===== config.mk =====
export PLATFORM = sky130hd
export DESIGN_NAME = vending_machine_top
export DESIGN_NICKNAME = d
export VERILOG_FILES = /design/src/rtl/vending_pkg.sv /design/src/rtl/vending_machine_seg7_scan.sv /design/src/rtl/vending_machine_top.sv
export SDC_FILE = /design/constraint.sdc
export NUM_CORES = 1
export LEC_CHECK = 0
export ABC_CLOCK_PERIOD_IN_PS = 5500
export CORE_ASPECT_RATIO = 0.8
export CORE_MARGIN = 5
export CORE_UTILIZATION = 46
export CTS_BUF_LIST = sky130_fd_sc_hd__clkbuf_8 sky130_fd_sc_hd__clkbuf_16
export CTS_CLUSTER_SIZE = 25
export DETAILED_ROUTE_END_ITERATION = 7
export PLACE_DENSITY_LB_ADDON = 0.25
export SETUP_SLACK_MARGIN = 0.02
export SYNTH_ARGS = -nofsm -noshare
export SYNTH_HDL_FRONTEND = slang
export SYNTH_SLANG_ARGS = --single-unit

===== constraint.sdc =====
create_clock -name clk -period 5.5 [get_ports clk]
set_input_delay 1.1 -clock clk [delete_from_list [all_inputs] [get_ports clk]]
set_output_delay 1.1 -clock clk [all_outputs]
set_load 0.1 [all_outputs]

===== src/rtl/vending_pkg.sv =====
// Shared constants and helpers for the coin-switch vending machine.
package vending_pkg;

  localparam int NICKEL_CENTS        = 5;
  localparam int DIME_CENTS          = 10;
  localparam int DEFAULT_PRICE_CENTS = 25;
  localparam int NUM_NICKELS         = 5;
  localparam int NUM_DIMES           = 3;

  // Active-low 7-segment pattern, bit 0 = segment a ... bit 6 = segment g.
  function automatic logic [6:0] seg7_glyph(input logic [3:0] bcd);
    logic [6:0] g;
    case (bcd)
      4'd0:    g = 7'b1000000;
      4'd1:    g = 7'b1111001;
      4'd2:    g = 7'b0100100;
      4'd3:    g = 7'b0110000;
      4'd4:    g = 7'b0011001;
      4'd5:    g = 7'b0010010;
      4'd6:    g = 7'b0000010;
      4'd7:    g = 7'b1111000;
      4'd8:    g = 7'b0000000;
      4'd9:    g = 7'b0010000;
      default: g = 7'b1111111;
    endcase
    return g;
  endfunction

  // Two-digit BCD of a 0..55 value using a comparator chain instead of a divider.
  // Returns {tens, units}.
  function automatic logic [7:0] to_bcd2(input logic [5:0] v);
    logic [3:0] tens;
    logic [5:0] rem;
    if (v >= 6'd50) begin
      tens = 4'd5; rem = v - 6'd50;
    end else if (v >= 6'd40) begin
      tens = 4'd4; rem = v - 6'd40;
    end else if (v >= 6'd30) begin
      tens = 4'd3; rem = v - 6'd30;
    end else if (v >= 6'd20) begin
      tens = 4'd2; rem = v - 6'd20;
    end else if (v >= 6'd10) begin
      tens = 4'd1; rem = v - 6'd10;
    end else begin
      tens = 4'd0; rem = v;
    end
    return {tens, rem[3:0]};
  endfunction

endpackage


===== src/rtl/vending_machine_seg7_scan.sv =====
// Multiplexed 4-digit 7-segment driver: scan counter, digit mux and output registers.
module seg7_scan
  import vending_pkg::*;
#(
  parameter int SCAN_DIV = 100000
) (
  input  logic       clk,
  input  logic       rst_n,
  input  logic [3:0] digit3,
  input  logic [3:0] digit2,
  input  logic [3:0] digit1,
  input  logic [3:0] digit0,
  output logic [3:0] seg_an,
  output logic [6:0] seg_cat
);

  localparam int CW = (SCAN_DIV > 1) ? $clog2(SCAN_DIV) : 1;
  localparam logic [CW-1:0] CNT_LAST = CW'(SCAN_DIV - 1);

  logic [CW-1:0] scan_cnt_reg;
  logic [1:0]    digit_idx_reg;
  logic [3:0]    digit_sel;

  // Dwell counter: each digit stays lit SCAN_DIV cycles before the index advances.
  always_ff @(posedge clk or negedge rst_n) begin
    if (!rst_n) begin
      scan_cnt_reg  <= '0;
      digit_idx_reg <= '0;
    end else if (scan_cnt_reg == CNT_LAST) begin
      scan_cnt_reg  <= '0;
      digit_idx_reg <= digit_idx_reg + 2'd1;
    end else begin
      scan_cnt_reg  <= scan_cnt_reg + CW'(1);
    end
  end

  // Pick the BCD value for the digit currently being driven.
  always_comb begin
    digit_sel = digit0;
    case (digit_idx_reg)
      2'd0: digit_sel = digit0;
      2'd1: digit_sel = digit1;
      2'd2: digit_sel = digit2;
      2'd3: digit_sel = digit3;
      default: digit_sel = digit0;
    endcase
  end

  // Anode and cathode registered together so the glyph always matches the lit digit;
  // data is resampled every cycle so credit changes show up on the current digit.
  always_ff @(posedge clk or negedge rst_n) begin
    if (!rst_n) begin
      seg_an  <= 4'b1111;
      seg_cat <= 7'b1111111;
    end else begin
      seg_an  <= ~(4'b0001 << digit_idx_reg);
      seg_cat <= seg7_glyph(digit_sel);
    end
  end

endmodule


===== src/rtl/vending_machine_top.sv =====
// Level-based coin-switch vending machine: synchronise switches, sum credit,
// compare against the price and show credit/change on a 4-digit display.
module vending_machine_top
  import vending_pkg::*;
#(
  parameter int PRICE_CENTS = DEFAULT_PRICE_CENTS,
  parameter int SCAN_DIV    = 100000
) (
  input  logic       clk,
  input  logic       rst_n,
  input  logic       n0,
  input  logic       n1,
  input  logic       n2,
  input  logic       n3,
  input  logic       n4,
  input  logic       d0,
  input  logic       d1,
  input  logic       d2,
  output logic [3:0] seg_an,
  output logic [6:0] seg_cat,
  output logic       soda_led,
  output logic       change_led
);

  localparam logic [5:0] PRICE = 6'(PRICE_CENTS);

  // Bits [4:0] are nickels, [7:5] are dimes.
  logic [7:0] sw_raw;
  logic [7:0] sync1_reg;
  logic [7:0] sync2_reg;
  logic [5:0] credit_next;
  logic [5:0] change_next;
  logic       soda_next;
  logic       over_next;
  logic [5:0] credit_reg;
  logic [5:0] change_reg;
  logic [7:0] credit_bcd;
  logic [7:0] change_bcd;

  assign sw_raw = {d2, d1, d0, n4, n3, n2, n1, n0};

  // Two-flop synchroniser for the asynchronous switch levels (no debounce).
  always_ff @(posedge clk or negedge rst_n) begin
    if (!rst_n) begin
      sync1_reg <= '0;
      sync2_reg <= '0;
    end else begin
      sync1_reg <= sw_raw;
      sync2_reg <= sync1_reg;
    end
  end

  // Credit is the value of coins currently present, plus price comparisons and change.
  always_comb begin
    credit_next = '0;
    for (int i = 0; i < NUM_NICKELS; i++)
      if (sync2_reg[i]) credit_next = credit_next + 6'(NICKEL_CENTS);
    for (int i = 0; i < NUM_DIMES; i++)
      if (sync2_reg[NUM_NICKELS + i]) credit_next = credit_next + 6'(DIME_CENTS);
    soda_next   = (credit_next >= PRICE);
    over_next   = (credit_next >  PRICE);
    change_next = soda_next ? (credit_next - PRICE) : 6'd0;
  end

  // Credit and vend decisions registered together, one cycle after the synchroniser.
  always_ff @(posedge clk or negedge rst_n) begin
    if (!rst_n) begin
      credit_reg <= '0;
      change_reg <= '0;
      soda_led   <= 1'b0;
      change_led <= 1'b0;
    end else begin
      credit_reg <= credit_next;
      change_reg <= change_next;
      soda_led   <= soda_next;
      change_led <= over_next;
    end
  end

  assign credit_bcd = to_bcd2(credit_reg);
  assign change_bcd = to_bcd2(change_reg);

  seg7_scan #(
    .SCAN_DIV(SCAN_DIV)
  ) u_scan (
    .clk    (clk),
    .rst_n  (rst_n),
    .digit3 (credit_bcd[7:4]),
    .digit2 (credit_bcd[3:0]),
    .digit1 (change_bcd[7:4]),
    .digit0 (change_bcd[3:0]),
    .seg_an (seg_an),
    .seg_cat(seg_cat)
  );

endmodule


==> run summary <==
die area: 11,120 um2
data arrival time of the worst path: 5.25 ns
via count: 3,090
Routed WL: 8267 um
Sw Share: 0.4502
most frequent cell after synthesis: dfrtp_1
Max clock buf depth: 2
Area growth syn-to-layout: 15.78%
clock skew: 0.005269 ns
register-to-register setup slack: 0.50 ns
CTS Sinks: 60
Wirelength per Cell: 14.28 um
antenna viol nets, final: 0
worst min-delay path startpoint: sync1_reg[7]$_DFF_PN0_
largest net degree at the start of global routing: 61
sequential fraction of the synthesis area: 0.3618
htree depth: 3
Internal Power: 1.547 mW
max reg flops: 17
reg2reg start: sync2_reg[0]$_DFF_PN0_
Fmax: 0.1999 GHz
Worst setup SP type: flop
post-route setup slack: 0.4963 ns
Starting DRT DRC Count: 166
Yosys reg bits: 60
DIE HEIGHT: 95.34 um
Max-slew headroom: 0.3365
minimum clock period: 5.004 ns
CTS Buf Count: 9
DIE WIDTH: 116.7 um
critical path type: reg2reg
DRC Markers: 0
DRT Pass-1 Iters: 4
Max Cap Viol: 0
syn avg cell area: 9.649 um2
Core Area: 8960 um2
antenna diode count: 0
RD Place Congestion: 0.8201
CP endpoint kind: flop
RR Endpoint: change_reg[5]$_DFF_PN0_
port bufs: 22
Synthesized Nets: 484
Max Slew Vio Count: 0
status: finished clean
antenna violations before repair: 0
worst hold path cell count: 0
cell taking the most area after synthesis: dfrtp_1
worst-skew pair later-pin latency: 0.32 ns
NumNets Final: 509
Max VDD drop: 0.4335 mV
final hold violations: 0
ys async rst share: 1.000
Initial Util: 0.4674
first-pass GRT wire length: 14,200 um
Worst Hold Path EP: sync2_reg[7]$_DFF_PN0_
share of layout cells above drive strength 1: 0.1142
Place WS: 0.1903 ns
Filler cells: 792
Clock power frac: 0.214
Hold Buf Count CTS: 0
top cells by count, synth: dfrtp_1 (49), ha_1 (40), nand2_1 (39)
Worst Path Max Fanout: 7
vias per inst: 5.337
Clock Root Buffer: clkbuf_16
period utilization: 0.9098
CTS tree: done
Yosys cell types: 74
Synth Flop Type: dfrtp_1
grt total ovfl: 0
P per Cell Area: 580.1 nW/um2
Pleak: 2.154 nW
GRT Util Overall: 0.1604
endpoints failing setup: 0
instance count of the mapped netlist: 434
RSZ-0062 raised after global routing: false
Sequential Power Share: 0.233
Mapped Area: 4188 um2
# IOs: 23
number of global-route vias before repair: 2,993
Final Power: 2.813 mW
synth warn: 0
Req. time, crit path: 5.74 ns
FF-to-FF path depth: 23
Clock Pin Slew Worst Setup and Hold Paths: 0.05 ns
DP HPWL: 6141 um
final setup TNS: 0 ns
synth top area cells: dfrtp_1 (29%), ha_1 (12%), dfstp_2 (6.9%)
Cell Rows: 31
Post-synth EDFFs: 0
Worst Tran Pin Value: 0.9922 ns
Net Switching: 1.266 mW
Hold Crit Class: reg2reg
Comb power frac: 0.553
post-synth top area share: 0.2928
-- power groups by stage --
stage               sequential (mW)  clock (mW)  combinational, mW
floorplan                     0.866           0              0.995
global placement              0.662           0               1.48
detailed placement            0.661           0               1.51
CTS                           0.656       0.611               1.53
global route                  0.673       0.633               1.71
finish                        0.656       0.601               1.56
-- worst max-delay path: stages, from the launching register on --
cell,delay [ns]
dfrtp_1,0.40
inv_1,0.13
ha_4,0.26
xnor2_4,0.19
inv_1,0.08
ha_1,0.29
nand2_1,0.10
o31ai_1,0.09
ha_1,0.23
nor2b_1,0.11
xnor3_2,0.47
ha_1,0.33
nand2b_1,0.16
o21a_1,0.13
ha_1,0.30
nand2_1,0.10
nand2_1,0.06
ha_1,0.25
nor2_1,0.11
xnor3_2,0.23
nand4_1,0.13
mux2i_2,0.25
or3b_1,0.37
mux2i_1,0.14
-- layer usage --
layer	vias to the layer above	part of all wire	track usage
li1	1579	-	-
met1	1455	0.51	0.2329
met2	48	0.44	0.2443
met3	8	0.037	0.03680
met4	0	0.0085	0.03725
met5	-	0	0
-- cell usage in the layout, fill, tap and decap left out, drive strengths merged, types with 6 or more instances in the layout --
cell,instances
dfrtp,49
ha,40
nand2,39
inv,39
nor2,30
xnor2,26
o21ai,25
clkdlybuf4s50,21
a21oi,15
nand3,14
dfstp,11
clkbuf,9
nor2b,9
xor2,8
and2,8
o21a,7
nand4,6
a221oi,6
mux2i,6
-- stage by stage --
step | hold slack (ns) | instances | instance area, um2 | utilization
after floorplan | 0.3312 | 434 | 4188 | -
final | 0.3477 | 579 | 4848 | 0.5411
after global routing | 0.3562 | 579 | 4848 | 0.5411
after global placement | 0.3335 | 560 | 4488 | 0.5009
after detailed placement | 0.3347 | 560 | 4488 | 0.5009
after CTS | 0.3485 | 576 | 4813 | 0.5372
-- cell type report --
cell class                 count  area [um2]  share of cell area
multi-input combinational    324        2476              0.5107
tap                          115       143.9             0.02968
clock inverter                 7       100.1             0.02065
inverter                      38       142.6             0.02942
sequential                    60        1515              0.3125
timing repair buffer          26       245.2             0.05058
clock buffer                   9       225.2             0.04645
-- logic make-up (layout without fill, tap and decap cells) --
family                   count (synthesis)  count (layout)  share of synthesized area
AO/OA/AOI/OAI                           98              98                     0.1691
XOR/XNOR                                39              39                     0.1055
adder cells (fa/ha/maj)                 40              40                     0.1195
buffers and inverters                   50              80                    0.04990
flip-flops                              60              60                     0.3618
multiplexers                             8               8                    0.02061
AND/OR/NAND/NOR                        139             139                     0.1736
-- repair_timing --
action / 4_1_cts / 5_1_grt
setup endpoints to repair: 0 / 9
setup buffers: 0 / 3
resized for setup: 0 / 3
-- how the worst max path moves through the flow --
| stage | start | end | slack [ns] | depth (start not counted) |
|---|---|---|---|---|
| after detailed placement | sync2_reg[0]$_DFF_PN0_ | change_reg[2]$_DFF_PN0_ | 0.19 | 21 |
| after global routing | sync2_reg[0]$_DFF_PN0_ | change_reg[5]$_DFF_PN0_ | 0.1 | 23 |
| after CTS | sync2_reg[0]$_DFF_PN0_ | change_reg[0]$_DFF_PN0_ | 0.12 | 21 |
| after floorplan | sync2_reg[0]$_DFF_PN0_ | change_reg[5]$_DFF_PN0_ | 0.74 | 24 |
| after global placement | sync2_reg[0]$_DFF_PN0_ | change_reg[0]$_DFF_PN0_ | 0.41 | 21 |
| final | sync2_reg[0]$_DFF_PN0_ | change_reg[5]$_DFF_PN0_ | 0.50 | 23 |
Note: power is estimated with default switching activity, not from simulation.
